File: src/rtl/uart_cmd_pkg.sv
// Shared definitions for the UART command responder: protocol bytes,
// FSM state encoding, decoded command kinds and the opcode decoder.
package uart_cmd_pkg;

  localparam int unsigned BYTE_W = 8;
  localparam int unsigned ADDR_W = 24;
  // Block count needs one extra bit so that a count byte of 0 can mean 256.
  localparam int unsigned CNT_W  = 9;

  localparam logic [BYTE_W-1:0] OPC_WRITE = 8'h57; // 'W'
  localparam logic [BYTE_W-1:0] OPC_READ  = 8'h52; // 'R'
  localparam logic [BYTE_W-1:0] OPC_BLOCK = 8'h42; // 'B'
  localparam logic [BYTE_W-1:0] OPC_IDENT = 8'h49; // 'I'
  localparam logic [BYTE_W-1:0] ACK_BYTE  = 8'h06;
  localparam logic [BYTE_W-1:0] NAK_BYTE  = 8'h15;

  typedef enum logic [3:0] {
    ST_IDLE     = 4'd0,
    ST_ADDR_H   = 4'd1,
    ST_ADDR_M   = 4'd2,
    ST_ADDR_L   = 4'd3,
    ST_ARG      = 4'd4,
    ST_MEM_REQ  = 4'd5,
    ST_MEM_WAIT = 4'd6,
    ST_TX_REQ   = 4'd7,
    ST_TX_WAIT  = 4'd8
  } state_e;

  // Commands that carry an address; CMD_NONE covers identify and NAK replies.
  typedef enum logic [1:0] {
    CMD_NONE  = 2'd0,
    CMD_WRITE = 2'd1,
    CMD_READ  = 2'd2,
    CMD_BLOCK = 2'd3
  } cmd_e;

  // Map an opcode byte onto the memory command it starts.
  function automatic cmd_e decode_opcode(input logic [BYTE_W-1:0] opc);
    cmd_e cmd;
    cmd = CMD_NONE;
    if (opc == OPC_WRITE) cmd = CMD_WRITE;
    else if (opc == OPC_READ) cmd = CMD_READ;
    else if (opc == OPC_BLOCK) cmd = CMD_BLOCK;
    return cmd;
  endfunction

endpackage

File: src/rtl/uart_cmd_responder.sv
// uart_cmd_responder: byte-oriented command parser sitting between a UART
// and a 24-bit byte-addressed memory port. Frames are an opcode, three
// address bytes (MSB first) and, for write/block-read, one argument byte.
//
// Ports:
//   clk, reset             - system clock, asynchronous active-high reset
//   rx_data, rx_ready      - received byte and its one-cycle strobe
//   tx_data, tx_req        - byte to send and its one-cycle start strobe
//   tx_ready               - one-cycle strobe when the UART finished a byte
//   mem_addr, mem_wdata    - memory address and write data
//   mem_wr, mem_rd         - one-cycle memory request strobes
//   mem_rdata, mem_done    - read data and completion strobe
//   busy                   - high whenever the FSM is not idle
//
// Build option: define CMD_TIMEOUT_EN to abandon a partial frame after
// TIMEOUT_CYCLES clocks without a received byte. Without it a partial frame
// waits indefinitely.
module uart_cmd_responder
  import uart_cmd_pkg::*;
#(
  parameter int unsigned     TIMEOUT_CYCLES = 5000000,
  parameter logic [7:0]      ID_BYTE        = 8'hA5
) (
  input  logic               clk,
  input  logic               reset,
  input  logic [BYTE_W-1:0]  rx_data,
  input  logic               rx_ready,
  output logic [BYTE_W-1:0]  tx_data,
  output logic               tx_req,
  input  logic               tx_ready,
  output logic [ADDR_W-1:0]  mem_addr,
  output logic [BYTE_W-1:0]  mem_wdata,
  output logic               mem_wr,
  output logic               mem_rd,
  input  logic [BYTE_W-1:0]  mem_rdata,
  input  logic               mem_done,
  output logic               busy
);

  // Zero would make every partial frame expire immediately.
  if (TIMEOUT_CYCLES == 0) begin : g_timeout_check
    $error("TIMEOUT_CYCLES must be at least 1");
  end

  state_e              state_q,   state_d;
  cmd_e                cmd_q,     cmd_d;
  logic [ADDR_W-1:0]   addr_q,    addr_d;
  logic [BYTE_W-1:0]   wdata_q,   wdata_d;
  logic [BYTE_W-1:0]   tx_data_q, tx_data_d;
  logic [CNT_W-1:0]    count_q,   count_d;
  logic                tx_req_q,  tx_req_d;
  logic                mem_wr_q,  mem_wr_d;
  logic                mem_rd_q,  mem_rd_d;
  logic                busy_q,    busy_d;

`ifdef CMD_TIMEOUT_EN
  localparam int unsigned TMO_W = (TIMEOUT_CYCLES > 1) ? $clog2(TIMEOUT_CYCLES) : 1;
  logic [TMO_W-1:0]    tmo_q,     tmo_d;
  logic                in_frame;
`endif

  // Next-state, datapath and registered-output decode.
  always_comb begin
    state_d   = state_q;
    cmd_d     = cmd_q;
    addr_d    = addr_q;
    wdata_d   = wdata_q;
    tx_data_d = tx_data_q;
    count_d   = count_q;

    case (state_q)
      ST_IDLE: begin
        if (rx_ready) begin
          cmd_d = decode_opcode(rx_data);
          if (cmd_d != CMD_NONE) begin
            state_d = ST_ADDR_H;
          end else begin
            // Identify and unknown opcodes answer immediately.
            tx_data_d = (rx_data == OPC_IDENT) ? ID_BYTE : NAK_BYTE;
            state_d   = ST_TX_REQ;
          end
        end
      end

      ST_ADDR_H: begin
        if (rx_ready) begin
          addr_d[23:16] = rx_data;
          state_d       = ST_ADDR_M;
        end
      end

      ST_ADDR_M: begin
        if (rx_ready) begin
          addr_d[15:8] = rx_data;
          state_d      = ST_ADDR_L;
        end
      end

      ST_ADDR_L: begin
        if (rx_ready) begin
          addr_d[7:0] = rx_data;
          state_d     = (cmd_q == CMD_READ) ? ST_MEM_REQ : ST_ARG;
        end
      end

      ST_ARG: begin
        if (rx_ready) begin
          if (cmd_q == CMD_WRITE) begin
            wdata_d = rx_data;
          end else begin
            // A count byte of zero requests a full 256-byte block.
            count_d = (rx_data == 8'h00) ? CNT_W'(256) : CNT_W'(rx_data);
          end
          state_d = ST_MEM_REQ;
        end
      end

      ST_MEM_REQ: begin
        state_d = ST_MEM_WAIT;
      end

      ST_MEM_WAIT: begin
        if (mem_done) begin
          tx_data_d = (cmd_q == CMD_WRITE) ? ACK_BYTE : mem_rdata;
          state_d   = ST_TX_REQ;
        end
      end

      ST_TX_REQ: begin
        state_d = ST_TX_WAIT;
      end

      ST_TX_WAIT: begin
        if (tx_ready) begin
          if ((cmd_q == CMD_BLOCK) && (count_q > CNT_W'(1))) begin
            // Next byte of a block read; the address wraps at 24 bits.
            count_d = count_q - CNT_W'(1);
            addr_d  = addr_q + ADDR_W'(1);
            state_d = ST_MEM_REQ;
          end else begin
            count_d = '0;
            state_d = ST_IDLE;
          end
        end
      end

      default: begin
        state_d = ST_IDLE;
      end
    endcase

`ifdef CMD_TIMEOUT_EN
    // Inter-byte timeout while a frame is partially received; a byte
    // arriving in the expiry cycle takes precedence.
    in_frame = (state_q == ST_ADDR_H) || (state_q == ST_ADDR_M) ||
               (state_q == ST_ADDR_L) || (state_q == ST_ARG);
    tmo_d    = '0;
    if (in_frame && !rx_ready) begin
      if (tmo_q == TMO_W'(TIMEOUT_CYCLES - 1)) begin
        state_d = ST_IDLE;
      end else begin
        tmo_d = tmo_q + TMO_W'(1);
      end
    end
`endif

    // Strobes are decoded from the next state so they appear exactly in
    // the cycle the FSM sits in the request state.
    tx_req_d = (state_d == ST_TX_REQ);
    mem_wr_d = (state_d == ST_MEM_REQ) && (cmd_d == CMD_WRITE);
    mem_rd_d = (state_d == ST_MEM_REQ) && (cmd_d != CMD_WRITE);
    busy_d   = (state_d != ST_IDLE);
  end

  // State and output registers.
  always_ff @(posedge clk or posedge reset) begin
    if (reset) begin
      state_q   <= ST_IDLE;
      cmd_q     <= CMD_NONE;
      addr_q    <= '0;
      wdata_q   <= '0;
      tx_data_q <= '0;
      count_q   <= '0;
      tx_req_q  <= 1'b0;
      mem_wr_q  <= 1'b0;
      mem_rd_q  <= 1'b0;
      busy_q    <= 1'b0;
`ifdef CMD_TIMEOUT_EN
      tmo_q     <= '0;
`endif
    end else begin
      state_q   <= state_d;
      cmd_q     <= cmd_d;
      addr_q    <= addr_d;
      wdata_q   <= wdata_d;
      tx_data_q <= tx_data_d;
      count_q   <= count_d;
      tx_req_q  <= tx_req_d;
      mem_wr_q  <= mem_wr_d;
      mem_rd_q  <= mem_rd_d;
      busy_q    <= busy_d;
`ifdef CMD_TIMEOUT_EN
      tmo_q     <= tmo_d;
`endif
    end
  end

  assign tx_data   = tx_data_q;
  assign tx_req    = tx_req_q;
  assign mem_addr  = addr_q;
  assign mem_wdata = wdata_q;
  assign mem_wr    = mem_wr_q;
  assign mem_rd    = mem_rd_q;
  assign busy      = busy_q;

endmodule

File: config.mk
export PLATFORM = sky130hd
export DESIGN_NAME = uart_cmd_responder
export DESIGN_NICKNAME = d
export VERILOG_FILES = /design/src/rtl/uart_cmd_pkg.sv /design/src/rtl/uart_cmd_responder.sv
export SDC_FILE = /design/constraint.sdc
export NUM_CORES = 1
export LEC_CHECK = 0
export BUFFER_PORTS_ARGS = -buffer_cell sky130_fd_sc_hd__buf_2
export CELL_PAD_IN_SITES_DETAIL_PLACEMENT = 2
export CELL_PAD_IN_SITES_GLOBAL_PLACEMENT = 2
export CORE_MARGIN = 1
export CORE_UTILIZATION = 30
export CTS_BUF_LIST = sky130_fd_sc_hd__clkbuf_2 sky130_fd_sc_hd__clkbuf_4 sky130_fd_sc_hd__clkbuf_8
export CTS_CLUSTER_SIZE = 8
export DETAILED_ROUTE_END_ITERATION = 6
export PLACE_DENSITY_LB_ADDON = 0.1
export SYNTH_ARGS = -nofsm -noshare
export SYNTH_HDL_FRONTEND = slang
export SYNTH_SLANG_ARGS = --single-unit
File: constraint.sdc
create_clock -name clk -period 1.8 [get_ports clk]
set_input_delay 0.36 -clock clk [delete_from_list [all_inputs] [get_ports clk]]
set_output_delay 0.36 -clock clk [all_outputs]
set_load 0.03 [all_outputs]
======== After elaboration in Yosys (flattened, before gate mapping) ========
Index checks and enable logic that the tools add are counted.
operators by class
  add/subtract/negate cells ............... 2
  magnitude comparators ................... 1
  eq/ne operators ......................... 29
  muxes and demuxes ....................... 36
  reduce and logical (&&, ||, !) cells .... 18
operators by type and width
  cell                                                number
  case mux 8 bit (2 select lines)                     4
  two-way mux 24 bit                                  2
  two-way mux 8 bit                                   6
  two-way mux 9 bit                                   5
  case mux 4 bit (9 select lines)                     1
  == test 8 x 7 -> 1 bit, second input constant       4
  two-way mux 4 bit                                   7
  adder 24 x 1 -> 24 bit, second input constant       1
  == test 4 x 3 -> 1 bit, second input constant       6
  inequality test 2 bit, second input constant        10
  AND reduction 4 bit                                 5
  case mux 9 bit (2 select lines)                     1
  two-way mux 2 bit                                   7
  nonzero test 2 bit                                  6
  > comparator 9 x 1 -> 1 bit, second input constant  1
  subtractor 9 x 1 -> 9 bit, second input constant    1
  == test 4 x 2 -> 1 bit, second input constant       2
  logical NOT 8 bit                                   1
  two-way mux 3 bit                                   2
  == test 2 x 1 -> 1 bit, second input constant       2
  == test 2 bit, second input constant                2
  == test 4 x 1 -> 1 bit, second input constant       1
  == test 4 bit, second input constant                1
  logical NOT 4 bit                                   1
  5 further kinds                                     7
storage, ports and cells
  bits in registers ....................... 59
  bits of input ports ..................... 21
  output and inout port bits .............. 44
  logic and storage cells ................. 98

======== Depth between registers and ports, before layout ========
Gate-level depths: netlist (run 1).
  word-level depth ........................ 12
  depth in mapped cells ................... 8
  mapped depth without buffers ............ 6

======== Worst setup path after synthesis (run 1) ========
OpenSTA, ideal clock, no wires.
  kind .................................... register to register
  start point ............................. register addr_q[0], in the netlist mem_addr[0]
  end point ............................... register addr_q[20], in the netlist mem_addr[20]
  library setup time ...................... 0.065 ns
  arrival time ............................ 1.891 ns
  path slack .............................. -0.156 ns
  cell stages (with the launch flop) ...... 7
  period minus slack after synthesis ...... 1.956 ns
  path through ............................ dfrtp_1 ha_1 nand3_1 nor4_1 nand3_1 a21oi_1 o22a_1
between the ends
  word-level cells in the longest chain between the ends .. 4
ends and longest elaborated chain
  what                             line                       RTL
  start: declaration               uart_cmd_responder.sv:47   logic [ADDR_W-1:0] addr_q, addr_d;
  start signal: assignment         uart_cmd_responder.sv:194  addr_q <= addr_d;
  adder 24 x 1 -> 24 bit           uart_cmd_responder.sv:138  addr_d = addr_q + ADDR_W'(1);
  two-way mux 24 bit               uart_cmd_responder.sv:135  if ((cmd_q == CMD_BLOCK) && (count_q > CNT_W'(1))) begin
  two-way mux 24 bit               uart_cmd_responder.sv:134  if (tx_ready) begin
  case mux 8 bit (2 select lines)  uart_cmd_responder.sv:71   case (state_q)
Every way passes these cells. The select of a mux whose other input is x is not followed.
A chain may end at the register's enable or synchronous reset.

======== Worst setup path in the final report (run 1) ========
  start point ............................. register count_q[2]
  end point ............................... register addr_q[23], in the netlist mem_addr[23]
between the ends
  word-level cells in the longest chain between the ends .. 4
ends and longest elaborated chain
  what                             line                       RTL
  start: declaration               uart_cmd_responder.sv:50   logic [CNT_W-1:0] count_q, count_d;
  start signal: assignment         uart_cmd_responder.sv:197  count_q <= count_d;
  > comparator 9 x 1 -> 1 bit      uart_cmd_responder.sv:135
  logical AND 1 bit                uart_cmd_responder.sv:135
  inequality test 2 bit (no line)  n/a
  AND reduction 4 bit (no line)    n/a
Every way passes these cells.

==> results.md, run 1 <==
* Width of the die at 108 um
* Die area at 11800 um2
* Layout Cells excl Fill at 661
* Worst setup SP type: flip-flop
* Largest net degree at the start of global routing at 60
* WL per Instance at 20.8 um
* Dominant cell type by area after synthesis: dfrtp_1
* Worst Tran Pin Value at 0.448 ns
* Die H at 108 um
* Core Util, Final at 0.452
* Fin Setup TNS at -1.15 ns
* Number of synthesized flops with an enable pin at 0
* Area after DPL at 4470 um2
* Placed cell count at 635
* Leakage power at 2.17 nW
* Total CTS buffers at 9
* Mean Syn Cell Area at 9.17 um2
* Clock period minus worst slack at 1.92 ns
* DR DRC count at 0
* Critical Setup Path Class: flip-flop to flip-flop
* Post-synthesis simple-gate area fraction at 0.224
* Slew headroom at 0.700
* Routability Congestion at 0.847
* Critical Path RT at 2.05 ns
* WP data arrival at 2.17 ns
* Critical Path End Type: flip-flop
* Setup violators final at 19
* Initial antenna violation count at 1
* Port buffer count at 64
* FF-to-FF setup slack at -0.12 ns
* IO Pins at 65
* Remaining Overflow, GRT at 0
* #FFs+latches synth at 59
* Layout cells sized above 1 at 0.443
* First-pass GRT wire length at 21100 um
* Main combinational cell family by area after synthesis: compound AO/OA/AOI/OAI gates
* Area Overhead vs Synth at 45.4%
* Max-slew violation count at 0
* Max_cap viols at 0
* Worst Path Max Fanout at 12
* Post-Route Skew at 0.0103 ns
* WL final at 13800 um
* HPWL after detailed placement at 9960 um
* Synth Area in XOR/XNOR at 0.00257
* Detailed-route vias per instance at 5.45
* Htree depth at 3
* Area share of the largest cell type after synthesis at 0.434
* Worst setup margin at -0.125 ns
* Total number of vias at 3603
* DR pass1 iterations at 4
* Fmax at 519 MHz
* Synth area leaders: dfrtp_1 43%, a21oi_1 5.7%, nor2_1 4.4%
* CTS Buffer Depth at 2
* Mux cell area share after synthesis at 0.0541
* Slowest cell on the critical path: a31oi_4
* Site Rows at 38
* Initial core utilization at 0.311
* Worst-path clk slew at 0.08 ns
* Mapped cell area at 3400 um2
* Diode count at 0
* Fin nets at 540
* Antenna Nets Post-Route at 0
* Area share of fa/ha/maj cells after synthesis at 0.0110
* Synthesis warning total at 0
* Vias in the first global route at 3867
* Asr flop ratio synth at 1.00
* Root Driver: clkbuf_8
* Clk sink count at 59
* Fin crit share at 1.07
* Unique masters post-synth at 57
* TritonCTS clock tree: done
* RR Endpoint: mem_addr[23]
* Compound-cell area share of the yosys netlist at 0.235
* Crit path cell chain: nor4_4, o211ai_4, a31oi_4, a211oi_1, a211o_1
* Clk_lat worst skew at 0.36 ns
* Peak supply drop at 657 uV
* Fill cells at 1216
* Failing checks: setup timing
* Ys flop type: dfrtp_1
* Syn nets at 395
* RSZ-0062 raised after global routing: true
* PD cells at 1720 nW/um2
* Worst r2r src: count_q[2]
* GR Util All Layers at 0.238
* Worst-case reg-to-reg path depth at 5
* Sequential fraction of the synthesis area at 0.434
* Status: finished, violations left
* Core area at 10900 um2
* CTS Hold Bufs at 0
* CP max stage delay at 0.43 ns
* Final hold vios at 0
* Final Cell Area at 4950 um2
* Hold Crit Class: input port to async pin
* Synthesized instance count at 371
* Initial DRC count at 157
worst max path at each step:
stage / start / end / slack [ns] / depth (start not counted)
after CTS: state_q[2] / mem_addr[0] / -0.08 / 7
after floorplan: mem_addr[10] / mem_addr[23] / 0.002 / 6
final: count_q[2] / mem_addr[23] / -0.12 / 5
after global routing: count_q[3] / mem_addr[23] / -0.17 / 5
after global placement: state_q[2] / mem_addr[18] / -0.1 / 7
after detailed placement: rx_data[0] / busy / -0.14 / 6
per-layer routing:
metal | share of wire | track usage | up-vias | wire (um)
met5 | 0.00094 | 0 | - | 13
met4 | 0.016 | 0.0927 | 2 | 225
met3 | 0.037 | 0.0356 | 20 | 512
met2 | 0.48 | 0.384 | 81 | 6580
met1 | 0.47 | 0.320 | 1832 | 6430
li1 | - | - | 1668 | -
sequential cells by signal, summed over array words and instances (netlist names):
signal and count:
tx_data 8, mem_wdata 8, mem_addr 24, state_q 4, busy 1, mem_wr 1, tx_req 1, mem_rd 1
count_q 9, cmd_q 2
cell families (layout without fill, tap and decap cells):
logic type	after synthesis	count (layout)
AO/OA/AOI/OAI	118	118
XOR/XNOR	1	1
adder cells (fa/ha/maj)	3	3
buffers and inverters	30	180
flip-flops	59	59
multiplexers	17	17
AND/OR/NAND/NOR	143	143
area by class of cell:
type / instances / area, um2 / area share
multi-input cells: 282 / 1990 / 0.401
flip-flops and latches: 59 / 1490 / 0.301
repair buffers: 152 / 1070 / 0.216
well taps: 140 / 175 / 0.0354
clock buffers: 12 / 159 / 0.0321
inverters: 12 / 48.8 / 0.00987
clock inverters: 4 / 25.0 / 0.00506
placed cells by master, fill, tap and decap left out, types with 11 or more instances in the layout:
master    instances
buf_2            64
o22a_1           13
nand4_1          11
nand2_1          29
o21ai_0          17
nor2_1           33
a21oi_1          38
dfrtp_1          51
clkbuf_8         11
buf_4            77
inv_1            11
critical path: cells and delay by family (launching register included):
kind | cells | cell delay, ns
AOI/OAI and AO/OA | 4 | 1.01
DFF | 1 | 0.41
and+or+nand+nor | 1 | 0.38
synth_stat cells, types with 7 or more instances:
master   number
nand3_1      11
o21ai_0      19
o22a_1       13
nand4_1      11
nand2_1      33
inv_1        12
nor3_1        9
mux2_2       11
a21oi_1      39
buf_2        11
a31oi_1      10
dfrtp_1      59
a22o_1        7
nor2_1       40
metrics by stage:
stage | hold slack, ns | total power [mW] | setup WS, ns
after global placement | 0.474 | 6.71 | -0.0978
after CTS | 0.0946 | 8.20 | -0.0833
final | 0.0650 | 8.48 | -0.125
after floorplan | 0.459 | 5.06 | 0.00194
after detailed placement | 0.485 | 6.90 | -0.142
after global routing | 0.0952 | 9.02 | -0.174
what timing repair did:
| action | 4_1_cts | 5_1_grt |
|---|---|---|
| gates cloned | 0 | 1 |
| buffers inserted | 3 | 6 |
| pin swaps | 7 | 6 |
| endpoints found under the setup margin | 35 | 43 |
| hold endpoints to repair | 0 | 0 |
| resized for setup | 12 | 39 |
power breakdown:
part | total [mW] | internal (mW) | switching (mW)
Combinational | 4.74 | 1.93 | 2.81
Sequential | 2.56 | 1.93 | 0.623
Clock | 1.19 | 0.586 | 0.605
Total | 8.48 | 4.45 | 4.03
Power figures use the tool's default switching activity.
==> run 2, diff against run 1 <==
--- a/config.mk
+++ b/config.mk
@@ -13,6 +13,7 @@
 export CTS_BUF_LIST = sky130_fd_sc_hd__clkbuf_2 sky130_fd_sc_hd__clkbuf_4 sky130_fd_sc_hd__clkbuf_8
 export CTS_CLUSTER_SIZE = 8
 export DETAILED_ROUTE_END_ITERATION = 6
+export HOLD_SLACK_MARGIN = 0.1
 export PLACE_DENSITY_LB_ADDON = 0.1
 export SYNTH_ARGS = -nofsm -noshare
 export SYNTH_HDL_FRONTEND = slang
==> run 2 against run 1 <==
The run still ends with setup timing left. Sequential cell count did not move. Power barely moved. Worst setup slack barely moved. Combinational power barely moved. Critical endpoint unchanged. Maximum frequency barely moved. Count of clock-buffer cells in the layout did not move. Sequential share of layout area fell by 0.061 points. Clock power barely moved. Largest cell class unchanged. Highest routed layer unchanged. Core utilization rose by 0.092 points.
==> results.md, run 2 (synthesis gave the netlist of run 1 again) <==
* Status: finished, violations left
* Failing checks: setup timing
* Slew headroom at 0.688 (-0.0123)
* WL per Instance at 20.8 um (-0.15%)
* DR DRC count at 0 (unchanged)
* Crit. path cell count at 5 (unchanged)
* IO Pins at 65 (unchanged)
* Diode count at 0 (unchanged)
* Antenna Nets Post-Route at 0 (unchanged)
* Final hold vios at 0 (unchanged)
* GR Util All Layers at 0.238 (about the same)
* Max_cap viols at 0 (unchanged)
* Cell family contributing the most delay on the critical path: compound AO/OA/AOI/OAI gates
* DR pass1 iterations at 4 (unchanged)
* Clock period minus worst slack at 1.93 ns (+0.000295 ns)
* Slowest cell on the critical path: a31oi_4
* Clk_lat worst skew at 0.36 ns (about the same)
* Hold EP: tx_data[3]
* Worst Path Max Fanout at 12 (unchanged)
* CP max stage delay at 0.43 ns (about the same)
* Remaining Overflow, GRT at 0 (unchanged)
* HPWL after detailed placement at 9960 um (unchanged)
* TritonCTS clock tree: done
* Setup violators final at 19 (unchanged)
* Fin crit share at 1.07 (about the same)
* Pwr Total at 8.48 mW (about the same)
* Worst-path clk slew at 0.08 ns (about the same)
* Fill cells at 1217 (+0.082%)
* Initial core utilization at 0.311 (unchanged)
* Site Rows at 38 (unchanged)
* Critical Path RT at 2.04 ns (about the same)
* Core area at 10900 um2 (unchanged)
* Leakage power at 2.18 nW (+0.19%)
* Hold path start: mem_rdata[3]
* Worst setup margin at -0.125 ns (-0.000295 ns)
* RSZ-0062 raised after global routing: true
* Area after DPL at 4470 um2 (unchanged)
* Layout cells sized above 1 at 0.443 (-0.000849)
* FF-to-FF setup slack at -0.13 ns (about the same)
* Largest register FFs at 24 (unchanged)
* Commonest non-fill, non-tap cell in the layout: buf_4
* Die area at 11800 um2 (unchanged)
* Width of the die at 108 um (unchanged)
* Worst setup SP type: flip-flop
* Hold Crit Class: input port to flip-flop
* Layout Cells excl Fill at 662 (+0.15%)
* Max-slew violation count at 0 (unchanged)
* Fmax at 519 MHz (about the same)
* Post-Route Skew at 0.0103 ns (+0.0000168 ns)
* Htree depth at 3 (unchanged)
* Largest net degree at the start of global routing at 60 (unchanged)
* Area Overhead vs Synth at 45.7%
* CTS Buffer Depth at 2 (unchanged)
* Final Cell Area at 4960 um2 (+0.20%)
* Buf+Inv Stages, Crit Path at 0 (unchanged)
* Fin nets at 541 (+0.19%)
* Detailed-route vias per instance at 5.47 (+0.40%)
* Clk sink count at 59 (unchanged)
* Placed cell count at 635 (unchanged)
* Routability Congestion at 0.847 (unchanged)
* Port buffer count at 64 (unchanged)
* Initial DRC count at 136 (-13%)
* Worst Tran Pin Value at 0.466 ns (+0.0184 ns)
* Core Util, Final at 0.453 (+0.000916)
* Critical Path End Type: flip-flop
* Initial antenna violation count at 1 (unchanged)
* Worst r2r src: count_q[2]
* PD cells at 1710 nW/um2 (-0.22%)
* Total CTS buffers at 9 (unchanged)
* Vias in the first global route at 3873 (+0.16%)
* Most frequent cells in the layout: 77 x buf_4, 64 x buf_2, 51 x dfrtp_1
* First-pass GRT wire length at 21100 um (about the same)
* Crit path cell chain: nor4_4, o211ai_4, a31oi_4, a211oi_1, a211o_1
* Die H at 108 um (unchanged)
* WL final at 13800 um (unchanged)
* Total number of vias at 3623 (+0.56%)
* Critical Setup Path Class: flip-flop to flip-flop
* Multi-input gate area at 1990 um2 (unchanged)
* Peak supply drop at 657 uV (about the same)
* Fin Hold WS at 0.258 ns (+0.193 ns)
* RR Endpoint: mem_addr[23]
* Worst-case reg-to-reg path depth at 5 (unchanged)
* WP data arrival at 2.17 ns (about the same)
* Root Driver: clkbuf_8
* Worst hold stages at 3
* Register Area at 1490 um2 (unchanged)
-- run 2: how the worst max path moves through the flow --
| stage | start | endpoint | slack [ns] |
|---|---|---|---|
| 4_1_cts | state_q[2] | mem_addr[0] | -0.08 |
| 2_1_floorplan | mem_addr[10] | mem_addr[23] | 0.002 |
| 5_1_grt | count_q[3] | mem_addr[23] | -0.17 |
| 3_3_place_gp | state_q[2] | mem_addr[18] | -0.1 |
| 3_5_place_dp | rx_data[0] | busy | -0.14 |
| 6_report | count_q[2] | mem_addr[23] | -0.13 |
-- run 2: worst reg2reg max path: cells and delay by family (launching register included) --
kind,cells,cell delay (ns)
and+or+nand+nor,1,0.38
DFF,1,0.41
AOI/OAI and AO/OA,4,1.03
-- run 2: what timing repair did --
item                       CTS  global route
pin swaps                    7             6
gates resized for setup     12            39
hold buffers                 1             0
setup buffers                3             6
setup endpoints to repair   35            43
hold endpoints to repair     6             0
cloned                       0             1
-- run 2: per-stage QoR --
step	TNS, ns	setup WS, ns
2_1_floorplan	0	0.00194
3_3_place_gp	-0.238	-0.0978
3_5_place_dp	-1.07	-0.142
4_1_cts	-0.741	-0.0833
5_1_grt	-3.48	-0.174
6_report	-1.20	-0.125
-- run 2: final cells by class --
cell class | instances | share of cell area
Inverter | 12 | 0.00985
Clock inverter | 4 | 0.00505
Clock buffer | 12 | 0.0321
Multi-Input combinational cell | 282 | 0.401
Timing Repair Buffer | 153 | 0.217
Tap cell | 140 | 0.0353
Sequential cell | 59 | 0.300
-- run 2: power by group --
group,switching [mW],leakage (nW),internal [mW]
clock,0.602,0.0918,0.586
sequential,0.621,0.698,1.93
combinational,2.81,1.39,1.93
-- run 2: per-layer routing --
layer	global-route usage	share of wire
met1	0.320	0.47
met2	0.385	0.48
met3	0.0356	0.036
met4	0.0927	0.016
met5	0	0.00094
